**config.mk**
```make
export PLATFORM = sky130hd
export DESIGN_NAME = if_stage_flat
export DESIGN_NICKNAME = d
export VERILOG_FILES = /design/src/rtl/if_stage_if.sv /design/src/rtl/if_stage.sv /design/src/flat_wrapper.sv
export SDC_FILE = /design/constraint.sdc
export NUM_CORES = 1
export LEC_CHECK = 0
export ABC_AREA = 1
export ABC_CLOCK_PERIOD_IN_PS = 1500
export CORE_MARGIN = 3
export CORE_UTILIZATION = 43
export DETAILED_ROUTE_END_ITERATION = 8
export GPL_TIMING_DRIVEN = 0
export PLACE_DENSITY = 0.79
export SYNTH_ARGS = -nofsm -noshare
export SYNTH_HDL_FRONTEND = slang
export SYNTH_SLANG_ARGS = --single-unit
```
**constraint.sdc**
```tcl
create_clock -name clk_i -period 1.5 [get_ports clk_i]
set_input_delay 0.375 -clock clk_i [delete_from_list [all_inputs] [get_ports clk_i]]
set_output_delay 0.375 -clock clk_i [all_outputs]
set_load 0.03 [all_outputs]
```
**src/rtl/if_stage_if.sv**
```systemverilog
// rtl/if_stage_if.sv - fetch-stage bundle: hazard/redirect controls, IM port, IF/ID register and counters
interface if_stage_if #(
   parameter int CNT_W = 16
) ();
   logic             PC_stall_i;
   logic             IF_ID_stall_i;
   logic             branch_taken_i;
   logic [31:0]      branch_target_i;
   logic [31:0]      IM_instr_i;
   logic [31:0]      IM_addr_o;
   logic [31:0]      IF_ID_pc_plus4_o;
   logic [31:0]      IF_ID_instr_o;
   logic             IF_ID_valid_o;
   logic [CNT_W-1:0] stall_cnt_o;
   logic [CNT_W-1:0] flush_cnt_o;

   modport slave (
      input  PC_stall_i, IF_ID_stall_i, branch_taken_i, branch_target_i, IM_instr_i,
      output IM_addr_o, IF_ID_pc_plus4_o, IF_ID_instr_o, IF_ID_valid_o, stall_cnt_o, flush_cnt_o
   );

   modport master (
      output PC_stall_i, IF_ID_stall_i, branch_taken_i, branch_target_i, IM_instr_i,
      input  IM_addr_o, IF_ID_pc_plus4_o, IF_ID_instr_o, IF_ID_valid_o, stall_cnt_o, flush_cnt_o
   );
endinterface

```
**src/rtl/if_stage.sv**
```systemverilog
// rtl/if_stage.sv - MIPS instruction fetch: PC, IF/ID register, saturating stall/flush counters
module if_stage #(
   parameter logic [31:0] PC_RESET = 32'h0000_0000,
   parameter int          CNT_W    = 16
) (
   input  logic        clk_i,
   input  logic        rst_n,
   if_stage_if.slave   bus
);
   localparam logic [CNT_W-1:0] CNT_MAX = {CNT_W{1'b1}};
   localparam logic [CNT_W-1:0] CNT_ONE = {{(CNT_W-1){1'b0}}, 1'b1};

   logic [31:0]      pc;
   logic [31:0]      pc_plus4;
   logic [31:0]      redirect_pc;
   logic [31:0]      id_instr;
   logic [31:0]      id_pc_plus4;
   logic             id_valid;
   logic [CNT_W-1:0] stall_cnt;
   logic [CNT_W-1:0] flush_cnt;
   logic [1:0]       unused_target_lsbs;

   assign pc_plus4           = pc + 32'd4;
   assign redirect_pc        = {bus.branch_target_i[31:2], 2'b00};
   assign unused_target_lsbs = bus.branch_target_i[1:0];

   always_ff @(posedge clk_i or negedge rst_n) begin
      if (!rst_n) begin
         pc <= PC_RESET;
      end else if (bus.branch_taken_i) begin
         pc <= redirect_pc;
      end else if (!bus.PC_stall_i) begin
         pc <= pc_plus4;
      end
   end

   // A redirect discards whatever was fetched this cycle, even if IF/ID was asked to hold.
   always_ff @(posedge clk_i or negedge rst_n) begin
      if (!rst_n) begin
         id_instr    <= 32'h0;
         id_pc_plus4 <= 32'h0;
         id_valid    <= 1'b0;
      end else if (bus.branch_taken_i) begin
         id_instr    <= 32'h0;
         id_pc_plus4 <= 32'h0;
         id_valid    <= 1'b0;
      end else if (!bus.IF_ID_stall_i) begin
         id_instr    <= bus.IM_instr_i;
         id_pc_plus4 <= pc_plus4;
         id_valid    <= 1'b1;
      end
   end

   always_ff @(posedge clk_i or negedge rst_n) begin
      if (!rst_n) begin
         stall_cnt <= '0;
         flush_cnt <= '0;
      end else begin
         if (bus.IF_ID_stall_i && !bus.branch_taken_i && stall_cnt != CNT_MAX) begin
            stall_cnt <= stall_cnt + CNT_ONE;
         end
         if (bus.branch_taken_i && flush_cnt != CNT_MAX) begin
            flush_cnt <= flush_cnt + CNT_ONE;
         end
      end
   end

   assign bus.IM_addr_o        = pc;
   assign bus.IF_ID_instr_o    = id_instr;
   assign bus.IF_ID_pc_plus4_o = id_pc_plus4;
   assign bus.IF_ID_valid_o    = id_valid;
   assign bus.stall_cnt_o      = stall_cnt;
   assign bus.flush_cnt_o      = flush_cnt;
endmodule
```
**src/flat_wrapper.sv**
```systemverilog
// flat-port wrapper written by rule: the top's interface ports become plain ports
module if_stage_flat 
#(
   parameter logic [31:0] PC_RESET = 32'h0000_0000,
   parameter int          CNT_W    = 16
)
  (clk_i, rst_n, bus_PC_stall_i, bus_IF_ID_stall_i, bus_branch_taken_i, bus_branch_target_i, bus_IM_instr_i, bus_IM_addr_o, bus_IF_ID_pc_plus4_o, bus_IF_ID_instr_o, bus_IF_ID_valid_o, bus_stall_cnt_o, bus_flush_cnt_o);
  if_stage_if #(.CNT_W(CNT_W)) bus_i ();
  input  logic clk_i;
  input  logic rst_n;
  input wire logic [$bits(bus_i.PC_stall_i)-1:0] bus_PC_stall_i;
  input wire logic [$bits(bus_i.IF_ID_stall_i)-1:0] bus_IF_ID_stall_i;
  input wire logic [$bits(bus_i.branch_taken_i)-1:0] bus_branch_taken_i;
  input wire logic [$bits(bus_i.branch_target_i)-1:0] bus_branch_target_i;
  input wire logic [$bits(bus_i.IM_instr_i)-1:0] bus_IM_instr_i;
  output wire logic [$bits(bus_i.IM_addr_o)-1:0] bus_IM_addr_o;
  output wire logic [$bits(bus_i.IF_ID_pc_plus4_o)-1:0] bus_IF_ID_pc_plus4_o;
  output wire logic [$bits(bus_i.IF_ID_instr_o)-1:0] bus_IF_ID_instr_o;
  output wire logic [$bits(bus_i.IF_ID_valid_o)-1:0] bus_IF_ID_valid_o;
  output wire logic [$bits(bus_i.stall_cnt_o)-1:0] bus_stall_cnt_o;
  output wire logic [$bits(bus_i.flush_cnt_o)-1:0] bus_flush_cnt_o;
  assign bus_i.PC_stall_i = bus_PC_stall_i;
  assign bus_i.IF_ID_stall_i = bus_IF_ID_stall_i;
  assign bus_i.branch_taken_i = bus_branch_taken_i;
  assign bus_i.branch_target_i = bus_branch_target_i;
  assign bus_i.IM_instr_i = bus_IM_instr_i;
  assign bus_IM_addr_o = bus_i.IM_addr_o;
  assign bus_IF_ID_pc_plus4_o = bus_i.IF_ID_pc_plus4_o;
  assign bus_IF_ID_instr_o = bus_i.IF_ID_instr_o;
  assign bus_IF_ID_valid_o = bus_i.IF_ID_valid_o;
  assign bus_stall_cnt_o = bus_i.stall_cnt_o;
  assign bus_flush_cnt_o = bus_i.flush_cnt_o;
  if_stage #(.PC_RESET(PC_RESET), .CNT_W(CNT_W)) u_core (.clk_i(clk_i), .rst_n(rst_n), .bus(bus_i));
endmodule
```
==> out/qor.yml <==
pwr-share-seq: 0.360
overflow: 0
ys_seq_area_frac: 0.486
crit_type: "reg2out"
start_util: 0.443
ys_types: 35
routed_wl_um: 21600
via_per_inst: 5.31
num_vias: 6625
worst_path_max_delay_cell: "dfrtp_1"
ys.warnings.count: 0
worstPathArrival_ps: 1180
rsz0062_at_grt: "true"
cts.sink_count: 126
die_h_um: 129
crit_cells: 2
syn_area_um2: 6490
clock_skew_ps: 6.97
worst_setup_path_start_kind: "flip-flop"
placed_area_um2: 8780
p_int_mw: 7.98
firstDrtPassIters: 5
comb_power_share: 0.258
final_area_um2: 9770
ant_nets: 0
violations: "negative setup slack"
fillers: 1172
drc: 0
cp_num_buf_inv: 2
io_pins: 198
numCtsBuffers: 17
critPathMaxStageDelay_ps: 440
synth_top_flop_cell: "dfrtp_1"
syn_inst: 801
period_needed_ps: 1560
cp_common_cell: "buf_4"
rows: 44
diodes: 0
power_switching_mw: 3.88
switching_share: 0.327
hold_depth: 2
synth_area_per_cell_um2: 8.10
synth_edf_count: 0
cts_buffer_depth: 2
finalWorstSetupSlack_ps: -59.3
slew_headroom: 0.653
hold_class: "in2reg"
port_buffers: 192
cts_root_buf: "clkbuf_16"
worstPathCellList: "buf_4, buf_4"
syn_to_final_growth_pct: 50.5
report.final.slew_viol_count: 0
cts_tree: "done"
max_cap_viol_count: 0
setup_viol_count_final: 3
hpwl_um: 15000
peakVddDrop_mv: 0.799
clkTransAtPathRegs_ps: 60
cellPowerDensity_nw_per_um2: 1210
gp_congestion: 0.953
fmax_mhz: 641
outcome: "finished, violations left"
drive_gt1_frac: 0.324
synth-seq-cells: 126
critPathTopFamily: "flip-flops"
clk_latency_ps: 420
antenna_found_initial: 0
worstPathMaxFanout: 4
drt_iter0_markers: 474
die_x_um: 129
end_kind: "primary output"
grt_max_degree: 82
finalSetupTns_ps: -100
pwr-share-clk: 0.381
tightest_slew_ps: 520
core_um2: 14600
async_flop_share: 1.00
h-tree-depth: 4
drt-wirelength-per-cell_um: 17.3
grt_pass1_wl_um: 32400
fin_crit_sh: 1.04
leakage_nw: 4.56
grtUsageTotal: 0.249
hold_viol: 0
grt_pass1_vias: 6262
die_area_um2: 16600
crit_required_ps: 1120
ff2ff_path_depth: 7
final_nets: 1122
## metrics by stage
stage               setup slack, ps   util  hold slack (ps)  instances  power (mW)
finish                        -59.3  0.667              314       1247        11.9
detailed placement             -744  0.600              334       1179        7.27
global route                  -83.6  0.667              308       1247        12.3
floorplan                     -76.1      -             79.4        802        5.91
global placement              -5540  0.598              463       1178        7.21
CTS                           -17.3  0.648              298       1228        11.7
## layout by cell type, fill, tap and decap left out, types with 16 or more instances in the layout
| master | count |
|---|---|
| clkdlybuf4s50_1 | 62 |
| a22o_1 | 34 |
| o21ai_0 | 36 |
| buf_2 | 81 |
| nor2_4 | 16 |
| nand3_1 | 30 |
| clkbuf_16 | 18 |
| nor2_1 | 33 |
| dfrtp_2 | 30 |
| buf_4 | 39 |
| inv_1 | 71 |
| nand2_1 | 248 |
| nand2_2 | 17 |
| nand4_1 | 29 |
| clkdlybuf4s15_2 | 48 |
| dfrtp_1 | 96 |
## Yosys cell counts, types with 5 or more instances
cell type,instances,share of area
a22o_1,34,0.046
buf_2,13,0.010
clkbuf_1,9,0.0052
dfrtp_1,126,0.49
inv_1,71,0.041
nand2_1,261,0.15
nand2_2,8,0.0077
nand3_1,41,0.032
nand4_1,29,0.028
nor2_1,50,0.029
nor2_2,11,0.011
nor3_1,13,0.010
o211ai_1,5,0.0058
o21ai_0,40,0.031
o21ai_1,9,0.0069
o21ai_2,7,0.0094
o21bai_1,9,0.010
xnor2_1,9,0.012
xor2_1,17,0.023
## final cells by class
class | instances | area, µm² | area share
Clock buffer | 23 | 498 | 0.0510
Sequential cell | 126 | 3190 | 0.327
Multi-Input combinational cell | 568 | 3210 | 0.329
Tap cell | 184 | 230 | 0.0236
Timing Repair Buffer | 230 | 1980 | 0.202
Buffer | 31 | 209 | 0.0214
Clock inverter | 9 | 155 | 0.0159
Inverter | 76 | 298 | 0.0305
## timing repair
| item | in CTS | in global routing |
|---|---|---|
| gates resized for setup | 550 | 115 |
| pin swaps | 10 | 23 |
| setup buffers | 15 | 17 |
| endpoints found under the setup margin | 247 | 110 |
| hold buffers | 1 | 0 |
| gates cloned | 1 | 3 |
| hold endpoints to repair | 45 | 0 |
## kinds of logic (layout without fill, tap and decap cells)
family                     Yosys count  count (layout)  synth area share
and+or+nand+nor                    429             429             0.289
DFF                                126             126             0.486
AOI/OAI and AO/OA                  108             108             0.112
buffers and inverters              108             369            0.0711
xor gates and xnor gates            26              26            0.0351
adders and majority gates            3               3           0.00578
other                                1               2          0.000578
## worst paths after layout
check                                                 from                               to  slack [ps]
setup reg to reg                  u_core.bus.IM_addr_o[10]  u_core.bus.IF_ID_pc_plus4_o[26]           0
min in group asynchronous                            rst_n     u_core.bus.IF_ID_instr_o[21]         460
setup / recovery                  u_core.bus.IM_addr_o[10]                bus_IM_addr_o[10]         -60
hold reg to reg            u_core.bus.IF_ID_pc_plus4_o[14]  u_core.bus.IF_ID_pc_plus4_o[14]         480
hold / removal                              bus_PC_stall_i         u_core.bus.IM_addr_o[17]         310
max in group asynchronous                            rst_n         u_core.bus.IM_addr_o[14]         270
## registers in the layout (all words and copies together), names as in the netlist
signal,count
u_core.bus.stall_cnt_o,16
u_core.bus.flush_cnt_o,16
u_core.bus.IF_ID_instr_o,32
u_core.bus.IF_ID_pc_plus4_o,31
u_core.bus.IF_ID_valid_o,1
u_core.bus.IM_addr_o,30
## power groups by stage
stage	sequential (mW)	combinational, mW	clock [mW]
3_5_place_dp	4.30	2.96	0
3_3_place_gp	4.30	2.91	0
6_report	4.27	3.06	4.52
5_1_grt	4.32	3.28	4.73
2_1_floorplan	4.94	0.976	0
4_1_cts	4.23	2.90	4.57
## metal layers
metal	track usage	vias to the layer above	wire, µm
met5	0	-	0
met4	0.112	0	743
met3	0.0589	50	1740
met2	0.387	312	9900
met1	0.330	3150	9190
li1	-	3113	-
(Power assumes the default switching activity.)
